`src/rtl/uart_rx_framer_if.sv`:
```
// ---------------------------------------------------------------------------
// uart_rx_framer_if
// Push-side link between the UART receive framer and the receive buffer FIFO.
//   data_out     : byte presented to the FIFO data_in
//   write_enable : one-cycle push strobe
//   full         : FIFO full flag, returned to the framer
// Modports:
//   master : framer side (drives data_out/write_enable, reads full)
//   slave  : FIFO side   (reads data_out/write_enable, drives full)
// ---------------------------------------------------------------------------
interface uart_rx_framer_if #(
    parameter int data_width = 8
);
    logic [data_width-1:0] data_out;
    logic                  write_enable;
    logic                  full;

    modport master (
        output data_out,
        output write_enable,
        input  full
    );

    modport slave (
        input  data_out,
        input  write_enable,
        output full
    );
endinterface

```
`src/rtl/uart_rx_framer.sv`:
```
// ---------------------------------------------------------------------------
// uart_rx_framer
// Serial UART receiver. Synchronises the rx line, deframes
// start / data (LSB first) / optional even parity / stop, and pushes each
// good byte into the downstream FIFO with a one-cycle strobe.
// Ports:
//   clock         : system clock, rising edge
//   resetn        : synchronous active-low reset
//   rx            : asynchronous serial input, idle high
//   fifo          : master side of uart_rx_framer_if (data_out, write_enable, full)
//   framing_error : one-cycle pulse, stop bit sampled 0
//   parity_error  : one-cycle pulse, parity mismatch
//   overrun       : one-cycle pulse, good byte dropped because full was set
//   busy          : high whenever the receiver is not in IDLE
// clks_per_bit must be even and at least 4; data_width at least 2.
// ---------------------------------------------------------------------------
module uart_rx_framer #(
    parameter int data_width    = 8,
    parameter int clks_per_bit  = 16,
    parameter int parity_enable = 0
) (
    input  logic                    clock,
    input  logic                    resetn,
    input  logic                    rx,
    uart_rx_framer_if.master        fifo,
    output logic                    framing_error,
    output logic                    parity_error,
    output logic                    overrun,
    output logic                    busy
);

    localparam int CNT_W = $clog2(clks_per_bit);
    localparam int BIT_W = $clog2(data_width + 1);

    localparam logic [CNT_W-1:0] HALF_M1  = CNT_W'(clks_per_bit / 2 - 1);
    localparam logic [CNT_W-1:0] FULL_M1  = CNT_W'(clks_per_bit - 1);
    localparam logic [BIT_W-1:0] BIT_LAST = BIT_W'(data_width - 1);

    typedef enum logic [2:0] {
        WAIT_IDLE = 3'd0,
        IDLE      = 3'd1,
        START     = 3'd2,
        DATA      = 3'd3,
        PARITY    = 3'd4,
        STOP      = 3'd5
    } state_t;

    // Even parity: the parity bit equals the XOR of the data bits.
    function automatic logic parity_of(input logic [data_width-1:0] d);
        return ^d;
    endfunction

    logic                  rx_meta_r;
    logic                  rx_sync_r;
    state_t                state_r;
    logic [CNT_W-1:0]      cyc_cnt_r;
    logic [BIT_W-1:0]      bit_cnt_r;
    logic [data_width-1:0] shift_r;
    logic                  par_bad_r;
    logic [data_width-1:0] data_out_r;
    logic                  write_enable_r;
    logic                  framing_error_r;
    logic                  parity_error_r;
    logic                  overrun_r;
    logic                  busy_r;

    // Two-flop synchronizer for the asynchronous rx line; idles high.
    always_ff @(posedge clock) begin
        if (!resetn) begin
            rx_meta_r <= 1'b1;
            rx_sync_r <= 1'b1;
        end else begin
            rx_meta_r <= rx;
            rx_sync_r <= rx_meta_r;
        end
    end

    // Receive state machine with registered data, strobe, pulse and busy outputs.
    always_ff @(posedge clock) begin
        if (!resetn) begin
            state_r         <= WAIT_IDLE;
            cyc_cnt_r       <= '0;
            bit_cnt_r       <= '0;
            shift_r         <= '0;
            par_bad_r       <= 1'b0;
            data_out_r      <= '0;
            write_enable_r  <= 1'b0;
            framing_error_r <= 1'b0;
            parity_error_r  <= 1'b0;
            overrun_r       <= 1'b0;
            busy_r          <= 1'b1;
        end else begin
            // Pulses are high only in the cycle after the stop sample.
            write_enable_r  <= 1'b0;
            framing_error_r <= 1'b0;
            parity_error_r  <= 1'b0;
            overrun_r       <= 1'b0;

            case (state_r)
                // Guards against a line held low (break) through reset release.
                WAIT_IDLE: begin
                    if (rx_sync_r) begin
                        state_r <= IDLE;
                        busy_r  <= 1'b0;
                    end
                end

                IDLE: begin
                    if (!rx_sync_r) begin
                        state_r   <= START;
                        busy_r    <= 1'b1;
                        cyc_cnt_r <= '0;
                    end
                end

                // Re-check the start bit at its middle to reject glitches.
                START: begin
                    if (cyc_cnt_r == HALF_M1) begin
                        cyc_cnt_r <= '0;
                        if (rx_sync_r) begin
                            state_r <= IDLE;
                            busy_r  <= 1'b0;
                        end else begin
                            state_r   <= DATA;
                            bit_cnt_r <= '0;
                            par_bad_r <= 1'b0;
                        end
                    end else begin
                        cyc_cnt_r <= cyc_cnt_r + CNT_W'(1);
                    end
                end

                DATA: begin
                    if (cyc_cnt_r == FULL_M1) begin
                        cyc_cnt_r <= '0;
                        shift_r   <= {rx_sync_r, shift_r[data_width-1:1]};
                        if (bit_cnt_r == BIT_LAST) begin
                            bit_cnt_r <= '0;
                            state_r   <= (parity_enable != 0) ? PARITY : STOP;
                        end else begin
                            bit_cnt_r <= bit_cnt_r + BIT_W'(1);
                        end
                    end else begin
                        cyc_cnt_r <= cyc_cnt_r + CNT_W'(1);
                    end
                end

                PARITY: begin
                    if (cyc_cnt_r == FULL_M1) begin
                        cyc_cnt_r <= '0;
                        par_bad_r <= (parity_of(shift_r) != rx_sync_r);
                        state_r   <= STOP;
                    end else begin
                        cyc_cnt_r <= cyc_cnt_r + CNT_W'(1);
                    end
                end

                // Mid-stop decision; returning to IDLE here allows zero-gap frames.
                STOP: begin
                    if (cyc_cnt_r == FULL_M1) begin
                        cyc_cnt_r <= '0;
                        if (!rx_sync_r) begin
                            framing_error_r <= 1'b1;
                            state_r         <= WAIT_IDLE;
                        end else if (par_bad_r) begin
                            parity_error_r <= 1'b1;
                            state_r        <= IDLE;
                            busy_r         <= 1'b0;
                        end else if (fifo.full) begin
                            overrun_r <= 1'b1;
                            state_r   <= IDLE;
                            busy_r    <= 1'b0;
                        end else begin
                            data_out_r     <= shift_r;
                            write_enable_r <= 1'b1;
                            state_r        <= IDLE;
                            busy_r         <= 1'b0;
                        end
                    end else begin
                        cyc_cnt_r <= cyc_cnt_r + CNT_W'(1);
                    end
                end

                default: begin
                    state_r <= WAIT_IDLE;
                    busy_r  <= 1'b1;
                end
            endcase
        end
    end

    assign fifo.data_out     = data_out_r;
    assign fifo.write_enable = write_enable_r;
    assign framing_error     = framing_error_r;
    assign parity_error      = parity_error_r;
    assign overrun           = overrun_r;
    assign busy              = busy_r;

endmodule
```
`src/flat_wrapper.sv`:
```
// flat-port wrapper written by rule: the top's interface ports become plain ports
module uart_rx_framer_flat 
#(
    parameter int data_width    = 8,
    parameter int clks_per_bit  = 16,
    parameter int parity_enable = 0
)
  (clock, resetn, rx, framing_error, parity_error, overrun, busy, fifo_data_out, fifo_write_enable, fifo_full);
  uart_rx_framer_if #(.data_width(data_width)) fifo_i ();
  input  logic clock;
  input  logic resetn;
  input  logic rx;
  output logic framing_error;
  output logic parity_error;
  output logic overrun;
  output logic busy;
  output wire logic [$bits(fifo_i.data_out)-1:0] fifo_data_out;
  output wire logic [$bits(fifo_i.write_enable)-1:0] fifo_write_enable;
  input wire logic [$bits(fifo_i.full)-1:0] fifo_full;
  assign fifo_data_out = fifo_i.data_out;
  assign fifo_write_enable = fifo_i.write_enable;
  assign fifo_i.full = fifo_full;
  uart_rx_framer #(.data_width(data_width), .clks_per_bit(clks_per_bit), .parity_enable(parity_enable)) u_core (.clock(clock), .resetn(resetn), .rx(rx), .fifo(fifo_i), .framing_error(framing_error), .parity_error(parity_error), .overrun(overrun), .busy(busy));
endmodule
```
`config.mk`:
```
export PLATFORM = sky130hd
export DESIGN_NAME = uart_rx_framer_flat
export DESIGN_NICKNAME = d
export VERILOG_FILES = /design/src/rtl/uart_rx_framer_if.sv /design/src/rtl/uart_rx_framer.sv /design/src/flat_wrapper.sv
export SDC_FILE = /design/constraint.sdc
export NUM_CORES = 1
export LEC_CHECK = 0
export BUFFER_PORTS_ARGS = -buffer_cell sky130_fd_sc_hd__buf_2
export CAP_MARGIN = 20
export CORE_ASPECT_RATIO = 1.2
export CORE_MARGIN = 2
export CORE_UTILIZATION = 52
export CTS_CLUSTER_SIZE = 40
export DETAILED_ROUTE_END_ITERATION = 7
export PLACE_DENSITY = 0.72
export SLEW_MARGIN = 10
export SYNTH_ARGS = -nofsm -noshare
export SYNTH_HDL_FRONTEND = slang
export SYNTH_SLANG_ARGS = --single-unit
```
`constraint.sdc`:
```
create_clock -name clock -period 2.1 [get_ports clock]
set_input_delay 0.105 -clock clock [delete_from_list [all_inputs] [get_ports clock]]
set_output_delay 0.105 -clock clock [all_outputs]
set_load 0.01 [all_outputs]
```
==> results of run 1 <==
flip-flops by register name (all words and copies together) (netlist names), 3 cells and up:
name / flops
u_core.fifo.data_out: 8
u_core.state_r: 3
u_core.cyc_cnt_r: 4
u_core.bit_cnt_r: 4
u_core.shift_r: 8
power groups by stage:
stage | clock network, mW | registers, mW | logic, mW
CTS | 0.522 | 0.710 | 0.112
global placement | 0 | 0.723 | 0.104
global route | 0.541 | 0.716 | 0.124
finish | 0.506 | 0.711 | 0.112
detailed placement | 0 | 0.725 | 0.108
floorplan | 0 | 0.707 | 0.0990
cells in the final DEF, fill, tap and decap left out, drive strengths merged, types with 2 or more instances in the layout:
| cell type | n |
|---|---|
| nor3 | 4 |
| and2 | 2 |
| o22ai | 2 |
| clkbuf | 6 |
| and3 | 5 |
| and3b | 2 |
| buf | 20 |
| a31oi | 3 |
| nor3b | 4 |
| nand3b | 3 |
| dfxtp | 35 |
| a211oi | 2 |
| nand2 | 26 |
| a21o | 2 |
| xor2 | 2 |
| xnor2 | 4 |
| a21oi | 17 |
| nand2b | 5 |
| mux2i | 8 |
| clkinv | 2 |
| ha | 2 |
| nor2b | 3 |
| dlygate4sd3 | 2 |
| inv | 4 |
| nor2 | 15 |
| nand3 | 6 |
| o21ai | 3 |
final cells by class:
class | count | area, um^2 | area share
multi-input cells | 138 | 860.8 | 0.4674
flip-flops and latches | 35 | 700.7 | 0.3804
repair buffers | 22 | 130.1 | 0.07065
clock buffers | 6 | 51.30 | 0.02785
well taps | 36 | 45.04 | 0.02446
clock inverters | 2 | 35.03 | 0.01902
inverters | 5 | 18.77 | 0.01019
critical path: stages (launching register included):
cell and delay (ns):
dfxtp_1 0.35, ha_1 0.26, and3_1 0.30, o22ai_1 0.49
a211oi_1 0.16, o211a_1 0.24
cells by family (layout without fill, tap and decap cells):
logic type,Yosys count,count (layout),synth area share
AOI/OAI and AO/OA,38,38,0.1519
muxes,8,8,0.04961
and+or+nand+nor,83,83,0.2698
DFF,35,35,0.4341
buffers and inverters,13,35,0.03255
adders and majority gates,2,2,0.01550
xor gates and xnor gates,7,7,0.04651
path summary, 6_finish.rpt:
path / cells after the start / to / slack [ns]
max reg2reg: 5 / u_core.state_r[2] / 0.20
min reg2reg: 1 / u_core.rx_sync_r / 0.43
min: 2 / u_core.rx_meta_r / 0.02
max: 5 / u_core.state_r[2] / 0.20
metal layers:
layer | share of wire | global-route usage | vias up
met5 | 0 | 0 | -
met4 | 0.020 | 0.1406 | 0
met3 | 0.032 | 0.04839 | 7
met2 | 0.52 | 0.3348 | 22
met1 | 0.43 | 0.2208 | 655
li1 | - | - | 704
through the flow:
step / hold WS (ns) / power [mW] / instance area (um^2) / util / worst slack (ns)
floorplan: 0.1808 / 0.8062 / 1614 / - / 0.3991
global placement: 0.2834 / 0.8273 / 1735 / 0.5784 / 0.3372
detailed placement: 0.2912 / 0.8335 / 1735 / 0.5784 / 0.2285
CTS: 0.0009505 / 1.344 / 1842 / 0.6138 / 0.2089
global route: 0.01626 / 1.381 / 1842 / 0.6138 / 0.05695
finish: 0.01546 / 1.329 / 1842 / 0.6138 / 0.2043
what timing repair did:
action                     in CTS  in global routing
hold buffers                    2                  0
setup endpoints to repair       0                  0
gates resized for setup         0                  0
hold endpoints to repair        2                  0
==> metrics.md, run 1 <==
| Metric | Value |
|---|---|
| Number of port buffers | 16 |
| Dpl cells | 234 |
| Ys flop type | dfxtp_1 |
| Number of global-route vias before repair | 1263 |
| Synth area leader | dfxtp_1 |
| Top post-synthesis cells by area | dfxtp_1, nand2_1, a21oi_1 |
| Iter 0 DRT Violations | 33 |
| CP required | 2.35 ns |
| Syn Inst Count | roughly 190 |
| Vias per cell | ~5.7 |
| Slew @ Worst Pin | 0.5657 ns |
| Status | complete, no violations |
| Total grt overflow | 0 |
| YS warnings | 0 |
| Crit path launch type | flop |
| Largest net degree at the start of global routing | 19 |
| Max-Cap Viols | 0 |
| Final WL | ~3200 um |
| CTS H-tree depth | 2 |
| Arr. time, crit path | 2.15 ns |
| # diodes | 0 |
| Final nets | ~210 |
| Mapped Area | approximately 1600 um^2 |
| Clk_skew | 0.008415 ns |
| Net switching power | between 0.3 and 0.4 mW |
| CTS Sinks | 35 |
| Final ANT Viol Nets | 0 |
| FMAX | approximately 530 MHz |
| Gpl congestion | about 0.84 |
| Reg power frac | 0.535 |
| Chip width | 54.86 um |
| Final setup viols | 0 |
| Kind of critical path | reg2reg |
| Crit Path Max Fanout | 8 |
| Min-delay worst type | in2reg |
| Vias | around 1400 |
| Async SR Flop Fraction | 0 |
| Post-synth EDFFs | 0 |
| Initial core utilization | 0.5379 |
| Die area | roughly 3600 um^2 |
| RSZ-0062 raised after global routing | no |
| Maximum VDD drop | 0.4265 mV |
| Synth cell count leaders | dfxtp_1, nand2_1, a21oi_1, nor2_1, mux2i_1 |
| Worst skew pair latency | ~0.35 ns |
| Die height | approximately 65 um |
| Hold Fails Final Rpt | 0 |
| Global-route wire length before repair | ~5300 um |
| Placed wire-length estimate | 2213 um |
| Top cell type's share of synthesized area | 0.4341 |
| Count leader, synth | dfxtp_1 |
| Crit share post-route | 0.9027 |
| Hold_sp | resetn |
| Distinct cells, synth | 46 |
| P_int | about 1.0 mW |
| P_leak | ~0.80 nW |
| Layout cell share with drive strength beyond 1 | 0.1490 |
| Syn Area/Cell | 8.678 um^2 |
| Clock network power share | 0.381 |
| Sw frac | 0.2365 |
| CP endpoint kind | flop |
| GRT Util Overall | 0.2043 |
| Layout area overhead | 14.11% |
| CTS tree | yes |
| #FFs+latches synth | 35 |
| CTS buffer count | 5 |
| Area of the core | 3000 um^2 |
| Ports | 17 |
| Clock Pin Slew Worst Setup and Hold Paths | 0.11 ns |
| # Post-CTS Setup Buffers | 0 |
| Avg WL per Cell | between 10 and 15 um |
| Min Tclk post-route | 1.896 ns |
| Std-Cell Rows | 22 |
| DRC | 0 |
| Combinational Power Share | 0.084 |
| Power Density | 721.6 nW/um^2 |
| Initial antenna violation count | 0 |
| Critical Path Start | u_core.cyc_cnt_r[0] |
| Sequential fraction of the synthesis area | 0.4341 |
| Fin cells | 244 |
| DR pass1 iterations | 4 |
| Worst reg2reg startpoint | u_core.cyc_cnt_r[0] |
| Slew HR | 0.6229 |
| Clock root buffer | clkbuf_4 |
| Pins Over Slew Limit | 0 |
| Fin Setup TNS | 0 ns |
| Clock Path Buffers | 2 |
| Fill cell count | about 260 |
| Syn_nets | between 150 and 200 |
Note: power is estimated with default switching activity, not from simulation.
==> inputs of run 2 (changes only) <==
--- a/config.mk
+++ b/config.mk
@@ -7,7 +7,6 @@
 export LEC_CHECK = 0
 export BUFFER_PORTS_ARGS = -buffer_cell sky130_fd_sc_hd__buf_2
 export CAP_MARGIN = 20
-export CORE_ASPECT_RATIO = 1.2
 export CORE_MARGIN = 2
 export CORE_UTILIZATION = 52
 export CTS_CLUSTER_SIZE = 40
==> run 2 against run 1 <==
  * Die area is essentially flat
  * Cell area grew 0.20%
  * Critical path depth is the same
  * Maximum frequency is essentially flat
  * Routed wire length grew 1.9%
  * Hold slack gained 0.0097 ns
  * Power is essentially flat
  * Critical endpoint is now u_core.bit_cnt_r[3]
==> metrics.md, run 2 (synthesized netlist as in run 1, its figures left out) <==
| Metric | Value |
|---|---|
| Wl on met1 | 1555 um |
| Worst skew pair latency | 0.34 ns |
| Layout area overhead | 14.34% |
| Crit path launch type | flop |
| Hold_buf cts | 2 |
| Clock Path Buffers | 2 |
| Fill cell count | between 200 and 300 |
| Layout cell share with drive strength beyond 1 | 0.1531 |
| Vias | 1370 |
| Max-Cap Viols | 0 |
| WL met3 | between 100 and 150 um |
| RSZ-0062 raised after global routing | no |
| Total grt overflow | 0 |
| Clock Pin Slew Worst Setup and Hold Paths | about 0.11 ns |
| # diodes | 0 |
| Std-Cell Rows | 20 |
| Final nets | between 200 and 250 |
| Slew @ Worst Pin | around 0.6 ns |
| Arr. time, crit path | 2.18 ns |
| CTS tree | yes |
| FMAX | between 500 and 600 MHz |
| Vias per cell | between 5 and 6 |
| Met2 Wirelength | around 1500 um |
| CP required | between 2 and 2.5 ns |
| Clk_skew | about 0.007 ns |
| Chip width | between 50 and 60 um |
| Placed wire-length estimate | ~2200 um |
| Kind of critical path | reg2reg |
| CTS buffer count | 5 |
| Gpl congestion | 0.7797 |
| Setup WS pre-CTS | between 0.2 and 0.3 ns |
| Area occupied by multi-input gates | 860.8 um^2 |
| Maximum VDD drop | 0.5564 mV |
| Largest net degree at the start of global routing | 21 |
| DR pass1 iterations | 4 |
| Final WL | about 3200 um |
| Final setup viols | 0 |
| Post-CTS sizing | 0 |
| Avg WL per Cell | 13.31 um |
| Number of port buffers | 16 |
| Initial antenna violation count | 0 |
| Fin Setup TNS | 0 ns |
| Final Util | 0.6146 |
| GRT Util Overall | 0.2051 |
| Hold Fails Final Rpt | 0 |
| Hold slack | ~0.025 ns |
| Slew HR | 0.6035 |
| Power Density | between 700 and 800 nW/um^2 |
| CP endpoint kind | flop |
| P_leak | just over 0.8 nW |
| Most frequent cells in the layout | dfxtp_1, nand2_1, a21oi_1 |
| Pins Over Slew Limit | 0 |
| Worst setup margin | between 0.2 and 0.25 ns |
| Area of the core | 3003 um^2 |
| Ports | 17 |
| Commonest non-fill, non-tap cell in the layout | dfxtp_1 |
| # Post-CTS Setup Buffers | 0 |
| Iter 0 DRT Violations | between 60 and 70 |
| Global-route wire length before repair | 5478 um |
| Status | complete, no violations |
| Min Tclk post-route | between 1.5 and 2 ns |
| Final ANT Viol Nets | 0 |
| DRC | 0 |
| Number of global-route vias before repair | ~1200 |
| Clock root buffer | clkbuf_4 |
| Min-delay worst type | in2reg |
| Initial core utilization | 0.5375 |
| Die height | 59.72 um |
| DR top layer | met4 |
| Crit share post-route | 0.9027 |
| CTS Sinks | 35 |
| Crit Path Max Fanout | 9 |
| CTS H-tree depth | 2 |
| Register area | ~700 um^2 |
| Die area | around 3600 um^2 |
[run 2: cell types whose count changed in the layout (fill, tap and decap cells not counted)]
cell | previous run | this run
buf_4 | 4 | 5
[run 2: critical path, cell delays in order, from the launching register on]
cell and delay (ns):
dfxtp_1 0.37, ha_1 0.26, and3_1 0.35, nand2_2 0.19, or4_1 0.52, a21oi_1 0.15
[run 2: worst paths after layout]
| check | startpoint | endpoint | slack, ns | cells after the start |
|---|---|---|---|---|
| worst max-delay path | u_core.cyc_cnt_r[0] | u_core.bit_cnt_r[3] | 0.20 | 5 |
| worst max register to register | u_core.cyc_cnt_r[0] | u_core.bit_cnt_r[3] | 0.20 | 5 |
| worst min-delay path | resetn | u_core.rx_meta_r | 0.03 | 2 |
| worst min register to register | u_core.rx_meta_r | u_core.rx_sync_r | 0.42 | 1 |
[run 2: through the flow]
| stage | instance area, um^2 | std cells | total power [mW] |
|---|---|---|---|
| CTS | 1846 | 242 | 1.340 |
| detailed placement | 1739 | 232 | 0.8334 |
| floorplan | 1614 | 186 | 0.8062 |
| global route | 1846 | 242 | 1.392 |
| finish | 1846 | 242 | 1.329 |
| global placement | 1739 | 232 | 0.8276 |
[run 2: power breakdown]
group / internal, mW / switching (mW)
sequential: 0.678 / 0.0302
clock: 0.281 / 0.225
combinational: 0.0562 / 0.0578
[run 2: layer usage]
layer / up-vias / global-route usage
li1: 703 / -
met1: 626 / 0.2679
met2: 34 / 0.3106
met3: 7 / 0.06710
met4: 0 / 0.08571
met5: - / 0
[run 2: final cells by class]
type,count,share of cell area
Timing Repair Buffer,23,0.07458
Clock buffer,6,0.02780
Clock inverter,2,0.01898
Multi-Input combinational cell,138,0.4664
Tap cell,33,0.02237
Inverter,5,0.01017
Sequential cell,35,0.3797
==> inputs of run 3 (changes only) <==
--- a/config.mk
+++ b/config.mk
@@ -12,6 +12,7 @@
 export CTS_CLUSTER_SIZE = 40
 export DETAILED_ROUTE_END_ITERATION = 7
 export PLACE_DENSITY = 0.72
+export SETUP_SLACK_MARGIN = 0.5
 export SLEW_MARGIN = 10
 export SYNTH_ARGS = -nofsm -noshare
 export SYNTH_HDL_FRONTEND = slang
==> run 3 against run 2 <==
  * Cell area grew 3.6%
  * Non-clock buffer count grew 5
  * First-iteration DRC count shrank 26%
  * Sequential power shrank 1%
  * Setup slack gained 0.31 ns
  * Clock-buffer cell count is the same
  * Power shrank 8.9%
==> metrics.md, run 3 (synthesized netlist as in run 1, its figures left out) <==
| Metric | Value |
|---|---|
| Final nets | 219 |
| CTS tree | yes |
| Area occupied by multi-input gates | roughly 910 um^2 |
| Slew HR | 0.6465 |
| Min Tclk post-route | roughly 1.6 ns |
| Final ANT Viol Nets | 0 |
| # diodes | 0 |
| Layout cell share with drive strength beyond 1 | 0.2290 |
| Worst setup margin | ~0.52 ns |
| CTS H-tree depth | 2 |
| Post-layout instance area | around 1900 um^2 |
| Fill cell count | roughly 270 |
| Kind of critical path | reg2reg |
| Dpl cells | ~230 |
| Setup WS pre-CTS | between 0.3 and 0.4 ns |
| Fin cells | 247 |
| Largest net degree at the start of global routing | 19 |
| Worst skew pair latency | 0.35 ns |
| Clock Path Buffers | 2 |
| Pins Over Slew Limit | 0 |
| Clk_skew | between 0.004 and 0.005 ns |
| Total grt overflow | 0 |
| Avg WL per Cell | 13.64 um |
| Crit share post-route | 0.7534 |
| Min-delay worst type | in2reg |
| Vias per cell | 5.850 |
| Global-route wire length before repair | 5878 um |
| Number of global-route vias before repair | between 1000 and 1500 |
| Die area | about 3600 um^2 |
| Layout area overhead | 18.45% |
| RSZ-0062 raised after global routing | yes |
| Placed wire-length estimate | 2273 um |
| Maximum VDD drop | 0.4394 mV |
| CTS buffer count | 5 |
| Final setup viols | 0 |
| Vias | 1445 |
| Status | complete, no violations |
| Max-Cap Viols | 0 |
| Chip width | 59.72 um |
| CP required | around 2.4 ns |
| Clock Pin Slew Worst Setup and Hold Paths | 0.11 ns |
| DR pass1 iterations | 4 |
| Number of port buffers | 16 |
| Crit path launch type | flop |
| Fin Setup TNS | 0 ns |
| Power Density | 633.5 nW/um^2 |
| Commonest non-fill, non-tap cell in the layout | dfxtp_1 |
| Iter 0 DRT Violations | 45 |
| Hold Fails Final Rpt | 0 |
| Ports | 17 |
| Gpl congestion | 0.7750 |
| Initial core utilization | 0.5375 |
| GRT Util Overall | 0.2197 |
| Clock root buffer | clkbuf_4 |
| P_leak | slightly above 0.8 nW |
| Slew @ Worst Pin | ~0.52 ns |
| Std-Cell Rows | 20 |
| Final WL | between 3000 and 4000 um |
| CP endpoint kind | flop |
| Hold slack | 0.005160 ns |
| Crit Path Max Fanout | 3 |
| Area of the core | ~3000 um^2 |
| Die height | around 60 um |
| Arr. time, crit path | roughly 1.9 ns |
| FMAX | about 630 MHz |
| Most frequent cells in the layout | dfxtp_1, nand2_1, a21oi_1, buf_2, nor2_1 |
| CTS Sinks | 35 |
| Dpl cell area | between 1500 and 2000 um^2 |
| DRC | 0 |
| Initial antenna violation count | 0 |
| Register area | 716.9 um^2 |
[run 3: cell types whose count changed in the layout (fill, tap and decap cells not counted), sizes merged]
| cell | before | now |
|---|---|---|
| buf | 21 | 26 |
| bufinv | 1 | 0 |
| clkinvlp | 0 | 1 |
[run 3: worst max-delay path: stages (launching register included)]
cell	delay [ns]
dfxtp_4	0.37
or3_1	0.36
a211o_1	0.28
or3b_1	0.38
a21oi_2	0.13
[run 3: repair_timing]
action	in CTS	in global routing
resized for setup	6	7
endpoints found under the setup margin	4	6
setup buffers	3	3
hold endpoints to repair	2	0
pin swaps	1	4
cloned	0	0
hold buffers	2	0
[run 3: worst paths after layout]
path | startpoint | slack, ns | cells after the start | to
setup / recovery | u_core.state_r[0] | 0.52 | 4 | u_core.bit_cnt_r[0]
hold / removal | resetn | 0.005 | 2 | u_core.rx_meta_r
setup reg to reg | u_core.state_r[0] | 0.52 | 4 | u_core.bit_cnt_r[0]
hold reg to reg | u_core.rx_meta_r | 0.43 | 1 | u_core.rx_sync_r
[run 3: power by group]
part | switching (mW) | internal (mW) | total (mW)
sequential | 0.0231 | 0.679 | 0.702
clock | 0.238 | 0.129 | 0.367
combinational | 0.0722 | 0.0696 | 0.142
total | 0.334 | 0.878 | 1.21
[run 3: cell type report]
cell class | count | area share
flip-flops and latches | 35 | 0.3750
clock inverters | 2 | 0.006545
inverters | 5 | 0.009817
repair buffers | 28 | 0.09162
multi-input cells | 138 | 0.4738
clock buffers | 6 | 0.02160
well taps | 33 | 0.02160
[run 3: metal layers]
metal / GRT usage / vias up / wire length [um]
li1: - / 715 / -
met1: 0.2655 / 690 / 1527
met2: 0.3478 / 32 / 1612
met3: 0.07359 / 8 / 149
met4: 0.1079 / 0 / 82
met5: 0 / - / 0
[run 3: stage by stage]
| step | util | power [mW] |
|---|---|---|
| global route | 0.6367 | 1.265 |
| floorplan | - | 0.8115 |
| detailed placement | 0.5854 | 0.8391 |
| finish | 0.6367 | 1.211 |
| global placement | 0.5854 | 0.8347 |
| CTS | 0.6233 | 1.218 |
